## src/rtl/mem_pkg.sv

```systemverilog
// Shared types and constants for the memory-stage load/store engine.
package mem_pkg;

  // Access sequencer states
  typedef enum logic [1:0] {
    IDLE = 2'd0,
    REQ  = 2'd1,
    WAIT = 2'd2,
    DONE = 2'd3
  } mem_state_t;

  // RV32I funct3 encodings for loads and stores
  localparam logic [2:0] F3_LB  = 3'b000;
  localparam logic [2:0] F3_LH  = 3'b001;
  localparam logic [2:0] F3_LW  = 3'b010;
  localparam logic [2:0] F3_LBU = 3'b100;
  localparam logic [2:0] F3_LHU = 3'b101;
  localparam logic [2:0] F3_SB  = 3'b000;
  localparam logic [2:0] F3_SH  = 3'b001;
  localparam logic [2:0] F3_SW  = 3'b010;

  // resultsrc value that selects memory data as the writeback source
  localparam logic [1:0] RESULTSRC_MEM = 2'b01;

endpackage

```

## src/rtl/mem_lane_align.sv

```systemverilog
// Byte-lane steering for stores, sign/zero extension for loads, and
// misalignment / illegal-encoding detection. Purely combinational.
module mem_lane_align
  import mem_pkg::*;
(
  input  logic [2:0]  funct3,
  input  logic [1:0]  byte_offset,
  input  logic        is_load,
  input  logic        is_store,
  input  logic [31:0] store_data,
  output logic [3:0]  wstrb,
  output logic [31:0] wdata,
  output logic        fault,
  input  logic [2:0]  load_funct3,
  input  logic [1:0]  load_offset,
  input  logic [31:0] load_word,
  output logic [31:0] load_data
);

  logic [7:0]  load_byte;
  logic [15:0] load_half;

  // Store lane replication, byte enables and fault classification
  always_comb begin
    wstrb = 4'b0000;
    wdata = '0;
    fault = 1'b0;
    if (is_store) begin
      case (funct3)
        F3_SB: begin
          wstrb = 4'b0001 << byte_offset;
          wdata = {4{store_data[7:0]}};
        end
        F3_SH: begin
          wstrb = 4'b0011 << byte_offset;
          wdata = {2{store_data[15:0]}};
          fault = byte_offset[0];
        end
        F3_SW: begin
          wstrb = 4'b1111;
          wdata = store_data;
          fault = |byte_offset;
        end
        default: fault = 1'b1;
      endcase
    end else if (is_load) begin
      case (funct3)
        F3_LB, F3_LBU: fault = 1'b0;
        F3_LH, F3_LHU: fault = byte_offset[0];
        F3_LW:         fault = |byte_offset;
        default:       fault = 1'b1;
      endcase
    end
  end

  // Select the addressed byte/halfword and extend it to a full word
  always_comb begin
    case (load_offset)
      2'd0:    load_byte = load_word[7:0];
      2'd1:    load_byte = load_word[15:8];
      2'd2:    load_byte = load_word[23:16];
      default: load_byte = load_word[31:24];
    endcase
    load_half = load_offset[1] ? load_word[31:16] : load_word[15:0];
    case (load_funct3)
      F3_LB:   load_data = {{24{load_byte[7]}}, load_byte};
      F3_LBU:  load_data = {24'd0, load_byte};
      F3_LH:   load_data = {{16{load_half[15]}}, load_half};
      F3_LHU:  load_data = {16'd0, load_half};
      default: load_data = load_word;
    endcase
  end

endmodule

```

## src/rtl/mem_access_unit.sv

```systemverilog
// Memory-stage load/store engine: turns the M-stage access into one
// word-aligned request, stalls the pipeline until it completes, and
// returns extended load data for writeback.
module mem_access_unit
  import mem_pkg::*;
#(
  parameter int ADDRESS_WIDTH = 32,
  parameter int DATA_WIDTH    = 32
) (
  input  logic                     clk,
  input  logic                     rst_n,
  input  logic [ADDRESS_WIDTH-1:0] aluresultm,
  input  logic [DATA_WIDTH-1:0]    writedatam,
  input  logic                     memwritem,
  input  logic [1:0]               resultsrcm,
  input  logic [2:0]               funct3m,
  output logic                     mem_req_valid,
  input  logic                     mem_req_ready,
  output logic                     mem_we,
  output logic [ADDRESS_WIDTH-1:0] mem_addr,
  output logic [DATA_WIDTH-1:0]    mem_wdata,
  output logic [3:0]               mem_wstrb,
  input  logic                     mem_rsp_valid,
  input  logic [DATA_WIDTH-1:0]    mem_rdata,
  output logic [DATA_WIDTH-1:0]    readdatam,
  output logic                     stallm,
  output logic                     memfaultm
);

  mem_state_t state;

  logic        is_store;
  logic        is_load;
  logic        lane_fault;
  logic [3:0]  lane_wstrb;
  logic [31:0] lane_wdata;
  logic [31:0] load_data;
  logic [2:0]  ld_funct3;
  logic [1:0]  ld_offset;

  assign is_store = memwritem;
  assign is_load  = (resultsrcm == RESULTSRC_MEM) && !memwritem;

  mem_lane_align u_lane (
    .funct3      (funct3m),
    .byte_offset (aluresultm[1:0]),
    .is_load     (is_load),
    .is_store    (is_store),
    .store_data  (writedatam),
    .wstrb       (lane_wstrb),
    .wdata       (lane_wdata),
    .fault       (lane_fault),
    .load_funct3 (ld_funct3),
    .load_offset (ld_offset),
    .load_word   (mem_rdata),
    .load_data   (load_data)
  );

  // Stall and fault flags: stall starts in the same cycle the access is seen
  always_comb begin
    stallm    = 1'b0;
    memfaultm = 1'b0;
    if (rst_n) begin
      case (state)
        IDLE: begin
          stallm    = (is_store || is_load) && !lane_fault;
          memfaultm = lane_fault;
        end
        REQ, WAIT: stallm = 1'b1;
        default:   stallm = 1'b0;
      endcase
    end
  end

  // Access sequencer with registered request payload and load result
  always_ff @(posedge clk) begin
    if (!rst_n) begin
      state         <= IDLE;
      mem_req_valid <= 1'b0;
      mem_we        <= 1'b0;
      mem_addr      <= '0;
      mem_wdata     <= '0;
      mem_wstrb     <= 4'b0000;
      readdatam     <= '0;
      ld_funct3     <= 3'b000;
      ld_offset     <= 2'b00;
    end else begin
      case (state)
        IDLE: begin
          if ((is_store || is_load) && !lane_fault) begin
            state         <= REQ;
            mem_req_valid <= 1'b1;
            mem_we        <= is_store;
            mem_addr      <= {aluresultm[ADDRESS_WIDTH-1:2], 2'b00};
            mem_wdata     <= lane_wdata;
            mem_wstrb     <= lane_wstrb;
            ld_funct3     <= funct3m;
            ld_offset     <= aluresultm[1:0];
          end
        end
        REQ: begin
          if (mem_req_ready) begin
            mem_req_valid <= 1'b0;
            state         <= mem_we ? DONE : WAIT;
          end
        end
        WAIT: begin
          if (mem_rsp_valid) begin
            readdatam <= load_data;
            state     <= DONE;
          end
        end
        DONE:    state <= IDLE;
        default: state <= IDLE;
      endcase
    end
  end

endmodule
```

## config.mk

```make
export PLATFORM = sky130hd
export DESIGN_NAME = mem_access_unit
export DESIGN_NICKNAME = d
export VERILOG_FILES = /design/src/rtl/mem_pkg.sv /design/src/rtl/mem_lane_align.sv /design/src/rtl/mem_access_unit.sv
export SDC_FILE = /design/constraint.sdc
export NUM_CORES = 1
export LEC_CHECK = 0
export BUFFER_PORTS_ARGS = -buffer_cell sky130_fd_sc_hd__buf_2
export CAP_MARGIN = 20
export CORE_ASPECT_RATIO = 1.25
export CORE_UTILIZATION = 52
export DETAILED_ROUTE_END_ITERATION = 10
export PLACE_DENSITY_LB_ADDON = 0.05
export SLEW_MARGIN = 25
export SYNTH_ARGS = -nofsm -noshare
export SYNTH_HDL_FRONTEND = slang
export SYNTH_SLANG_ARGS = --single-unit
```

## constraint.sdc

```tcl
create_clock -name clk -period 3.4 [get_ports clk]
set_clock_uncertainty 0.1 [all_clocks]
set_input_delay 0.51 -clock clk [delete_from_list [all_inputs] [get_ports clk]]
set_output_delay 0.51 -clock clk [all_outputs]
set_load 0.005 [all_outputs]
```

* Word level (Yosys, flattened, before mapping)
Cells that the tools add are included.
** Storage, ports and cells
- Word-level logic and storage cells :: 68
- Register bits :: 107
- Input port bits :: 106
- Output and inout port bits :: 104
** Operators by class
- Reductions and logical operators :: 18
- Shift operators :: 2
- Mux-type cells :: 23
- Eq/ne operators :: 16
** Operator list (count)
- $pmux W32 S4 :: 1
- $pmux W32 S3 :: 1
- $mux W32 :: 1
- $pmux W8 S3 :: 1
- $mux W16 :: 1
- $eq A3 B3 Y1 const B :: 4
- $pmux W4 S3 :: 1
- $mux W1 :: 8
- $pmux W2 S4 :: 1
- $reduce_or A2 Y1 :: 4
- $eq A2 B1 Y1 const B :: 3
- $eq A2 B2 Y1 const B :: 3
- $eq A3 B1 Y1 const B :: 2
- $logic_not A3 Y1 :: 2
- $mux W2 :: 3
- $ne A2 B2 Y1 const B :: 3
- $pmux W1 S3 :: 2
- $reduce_and A3 Y1 :: 2
- $logic_not A2 Y1 :: 2
- $mux W4 :: 1
- $pmux W1 S2 :: 2
- $reduce_and A2 Y1 :: 2
- $shl A1 B2 Y4 const A :: 1
- $shl A2 B2 Y4 const A :: 1
- 5 further kinds :: 7

* Longest topological paths before layout
- Word-level depth :: 9
- Gate-level depth with buffers :: 9

* Modules after synthesis
A second synthesis with hierarchy kept.
** Second synthesis, totals
- Cells, all modules :: 718
- Area, all modules :: 5616.6 µm²
** Modules (own cells, without submodules)
- mem_access_unit :: cells each 498, area each 4127.7 µm², times used 1, seq. area each 2142.1 µm²
- mem_lane_align :: cells each 220, area each 1488.9 µm², times used 1, seq. area each 0.0 µm²

* Worst setup path after synthesis
No wires, ideal clock.
- Kind :: input -> output
- Start point :: in aluresultm[0]
- End point :: out stallm
- Arrival :: 1.586 ns
- Setup slack :: 1.204 ns
- Stages :: 6
- Data required time :: 2.790 ns
- Cells stage by stage :: buf_2 > nor4_4 > o21ai_0 > a21oi_2 > nor2_1 > nor3b_1
** Between the ends
- Longest elaborated chain between the ends :: 8
** RTL lines
- from (decl) :: line mem_access_unit.sv:12 : input logic [ADDRESS_WIDTH-1:0] aluresultm,
- $reduce_or A2 Y1 :: line mem_lane_align.sv:42, mem_lane_align.sv:50
- $pmux W1 S3 :: line mem_lane_align.sv:47 : case (funct3)
- $mux W1 :: line mem_lane_align.sv:46 : end else if (is_load) begin
- $mux W1 (*) :: line mem_lane_align.sv:28 : if (is_store) begin
- $logic_not A1 Y1 (*) :: line mem_access_unit.sv:66 : stallm = (is_store || is_load) && !lane_fault;
- $logic_and A1 B1 Y1 (*) :: line mem_access_unit.sv:66
- $pmux W1 S2 (*) :: line mem_access_unit.sv:64 : case (state)
- $mux W1 (*) :: line mem_access_unit.sv:63 : if (rst_n) begin
- to (decl) :: line mem_access_unit.sv:26 : output logic stallm,
Mark *: on every way between the ends. The rest lies on a longest branch, timed or not.

* Final worst setup path
- Start point :: in funct3m[1]
- End point :: out stallm
** Between the ends
- Longest elaborated chain between the ends :: 9
** RTL lines
- from (decl) :: line mem_access_unit.sv:16 : input logic [2:0] funct3m,
- $eq A3 B1 Y1, or another cell as far along :: line mem_lane_align.sv:29, mem_lane_align.sv:47
- $reduce_or A2 Y1 :: line mem_lane_align.sv:47
- $pmux W1 S3 :: line mem_lane_align.sv:47
- $mux W1 :: line mem_lane_align.sv:46
- $mux W1 (*) :: line mem_lane_align.sv:28
- $logic_not A1 Y1 (*) :: line mem_access_unit.sv:66
- $logic_and A1 B1 Y1 (*) :: line mem_access_unit.sv:66
- $pmux W1 S2 (*) :: line mem_access_unit.sv:64
- $mux W1 (*) :: line mem_access_unit.sv:63
Marked as above.

==> metrics.md <==
| Metric | Value |
|---|---|
| Critical Path Source | funct3m[1] |
| Largest net degree at the start of global routing | 69 |
| Netlist cell types | 50 |
| Setup ws final | 0.823 ns |
| Row cnt | 39 |
| WL final | 13900 µm |
| Port bufs | 207 |
| EDFF count, synth | 0 |
| Relative slew slack | 37.1% |
| # placed instances | 886 |
| Crit Path Max Fanout | 30 |
| Placed cell areas | 5960 µm² |
| Initial drt markers | 221 |
| Clk slew on worst S/H paths | 0.08 ns |
| Dpl ws | 0.711 ns |
| Period utilization | 75.8% |
| Seq cells post-synth | 107 |
| Commonest non-fill, non-tap cells in the layout | buf_2, dfxtp_1, nand3_1 |
| Via count | 5005 |
| Max Clk Rate | 388 MHz |
| Routability Congestion | 0.897 |
| Initial antenna violation count | 0 |
| Area leader, netlist | dfxtp_1 |
| Vias per cell | 5.55 |
| Max incr delay on CP | 0.51 ns |
| R2R depth | 5 |
| Share of layout cells above drive strength 1 | 32.1% |
| # hold bufs at CTS | 0 |
| Latest clock arrival within the worst-skew pair | 0.34 ns |
| Critical Path Stages | 7 |
| Crit-path cells | buf_2, a21oi_2, o21ai_0, a21oi_4, nor2_1, nor3b_1, buf_2 |
| Commonest non-fill, non-tap cell in the layout | buf_2 |
| Synthesized area | 4950 µm² |
| Setup TNS | 0 ns |
| PD cells | 537 nW/µm² |
| Hold wc startpoint | aluresultm[11] |
| Top-area cell type share of the netlist area | 43.2% |
| Sink Count | 107 |
| Status | complete, no violations |
| Antenna diodes | 0 |
| Core Footprint | 9170 µm² |
| RSZ-0062 raised after global routing | no |
| Final #Nets | 885 |
| Cell Count, Final, Fillers Out | 902 |
| Pins Over Slew Limit | 0 |
| Synthesis Warnings | 0 |
| Clk root buf | clkbuf_16 |
| Die W | 89.3 µm |
| Final non-filler cell area | 6290 µm² |
| Post-route ant nets | 0 |
| Worst Setup Start Kind | input port |
| H-tree depth | 3 |
| Final Hold Viols | 0 |
| Chip height | 111 µm |
| Worst r2r src | ld_funct3[0]$_SDFFE_PN0P_ |
| VDD IR max | 0.000386 V |
| Worst Tran Pin Value | 0.944 ns |
| Crit path max-delay family | compound AO/OA/AOI/OAI gates |
| CTS-repair resized insts | 0 |
| Initial Util | 54.0% |
| Crit end category | output port |
| Deepest clock path buffer count | 2 |
| Buf+Inv Stages, Crit Path | 2 |
| Main synth FF type | dfxtp_1 |
| Post-DP HPWL | 9950 µm |
| Vias in the first global route | 4732 |
| Worst hold path class | in -> reg |
| Final setup viols | 0 |
| First-pass GRT wire length | 21800 µm |
| P&R area growth vs syn | 27.0% |
| CTS buffer count | 9 |
| Slowest-stage cell, CP | o21ai_0 |
| CTS tree | built |
| Syn Area/Cell | 8.24 µm² |
| CP arrival | 1.97 ns |
| Residual DRC count | 0 |
| Top Ports | 210 |
| Worst Path Class, Setup | in -> out |
| Synth async-reset ratio | 0% |
| Crit path top cell by count | buf_2 |
| Hold Path Cell Cnt | 3 |
| Register area share after synthesis | 43.2% |
| Post-CTS setup buffer count | 0 |
| Die area | 9930 µm² |
| Fin util | 68.6% |
| 1st-pass router iterations | 5 |
| Tmin final | 2.58 ns |
| Post-Syn Instances | 601 |
| GRT Util Overall | 27.9% |
| Max-cap violations | 0 |
| CP required | 2.79 ns |
| Total gr overflow | 0 |
| Static Leak | 3.01 nW |
| Routed WL per cell | 15.4 µm |
| Synth area leaders | dfxtp_1, nand3_1, nand2_1 |
-- logic make-up after synthesis --
group	share of synthesized area (%)
DFF	43.2
and+or+nand+nor	23.1
other	0.0757
muxes	3.74
buffers and inverters	6.14
AOI/OAI and AO/OA	22.5
adders and majority gates	1.26
-- sequential cells by signal, summed over array words and instances, names as in the netlist --
signal and cells:
readdatam 32, mem_we 1, mem_wdata 32, ld_offset 2, ld_funct3 3, mem_req_valid 1
mem_wstrb 4, state 2, mem_addr 30
-- stage by stage --
step | total power (W) | hold slack (ns)
floorplan | 0.00196 | 0.346
global placement | 0.00223 | 0.332
detailed placement | 0.00225 | 0.340
CTS | 0.00339 | 0.269
global route | 0.00354 | 0.278
finish | 0.00338 | 0.272
-- synth_stat cells (4+ instances only) --
master / n
mux2_2: 10
nor2b_1: 22
buf_2: 15
a22oi_1: 10
o211ai_1: 8
nor2_1: 10
nand2_1: 84
o21ai_0: 49
o2bb2ai_1: 9
a221oi_1: 5
mux2i_1: 5
inv_1: 9
a21oi_1: 62
a22o_1: 13
nand3_1: 89
buf_4: 7
buf_1: 4
ha_1: 5
dfxtp_1: 107
nand3b_1: 7
nand2b_1: 4
clkbuf_1: 25
nor3b_1: 7
-- final timing paths --
| check | end | slack [ns] |
|---|---|---|
| worst max-delay path | stallm | 0.82 |
| worst min-delay path | mem_addr[11]$_SDFFE_PN0P_ | 0.27 |
| worst max register to register | readdatam[4]$_SDFFE_PN0P_ | 1.04 |
| worst min register to register | mem_addr[10]$_SDFFE_PN0P_ | 0.35 |
-- tightest hold or removal path: stages --
cell and delay, ns:
buf_2 0.07, nand3_1 0.05, nand2_1 0.06
-- area by class of cell --
type	count	area, µm²
clock buffer	10	239
clock inverter	6	96.3
fill	828	2880
inverter	9	33.8
multi-input combinational	432	2530
sequential	107	2140
tap	123	154
timing repair buffer	215	1100
-- per-layer routing --
layer,track usage (%),vias up,wire (µm)
met4,12.4,0,384
met2,47.6,214,6830
met5,0,-,0
met1,33.2,2291,5660
met3,5.21,28,978
li1,-,2472,-
-- where the power goes --
group | switching [W] | internal [W]
clock network | 0.000481 | 0.000674
registers | 0.0000848 | 0.00138
logic | 0.000434 | 0.000322
total | 0.00100 | 0.00238
No activity file was read; power rests on OpenSTA's default activity.
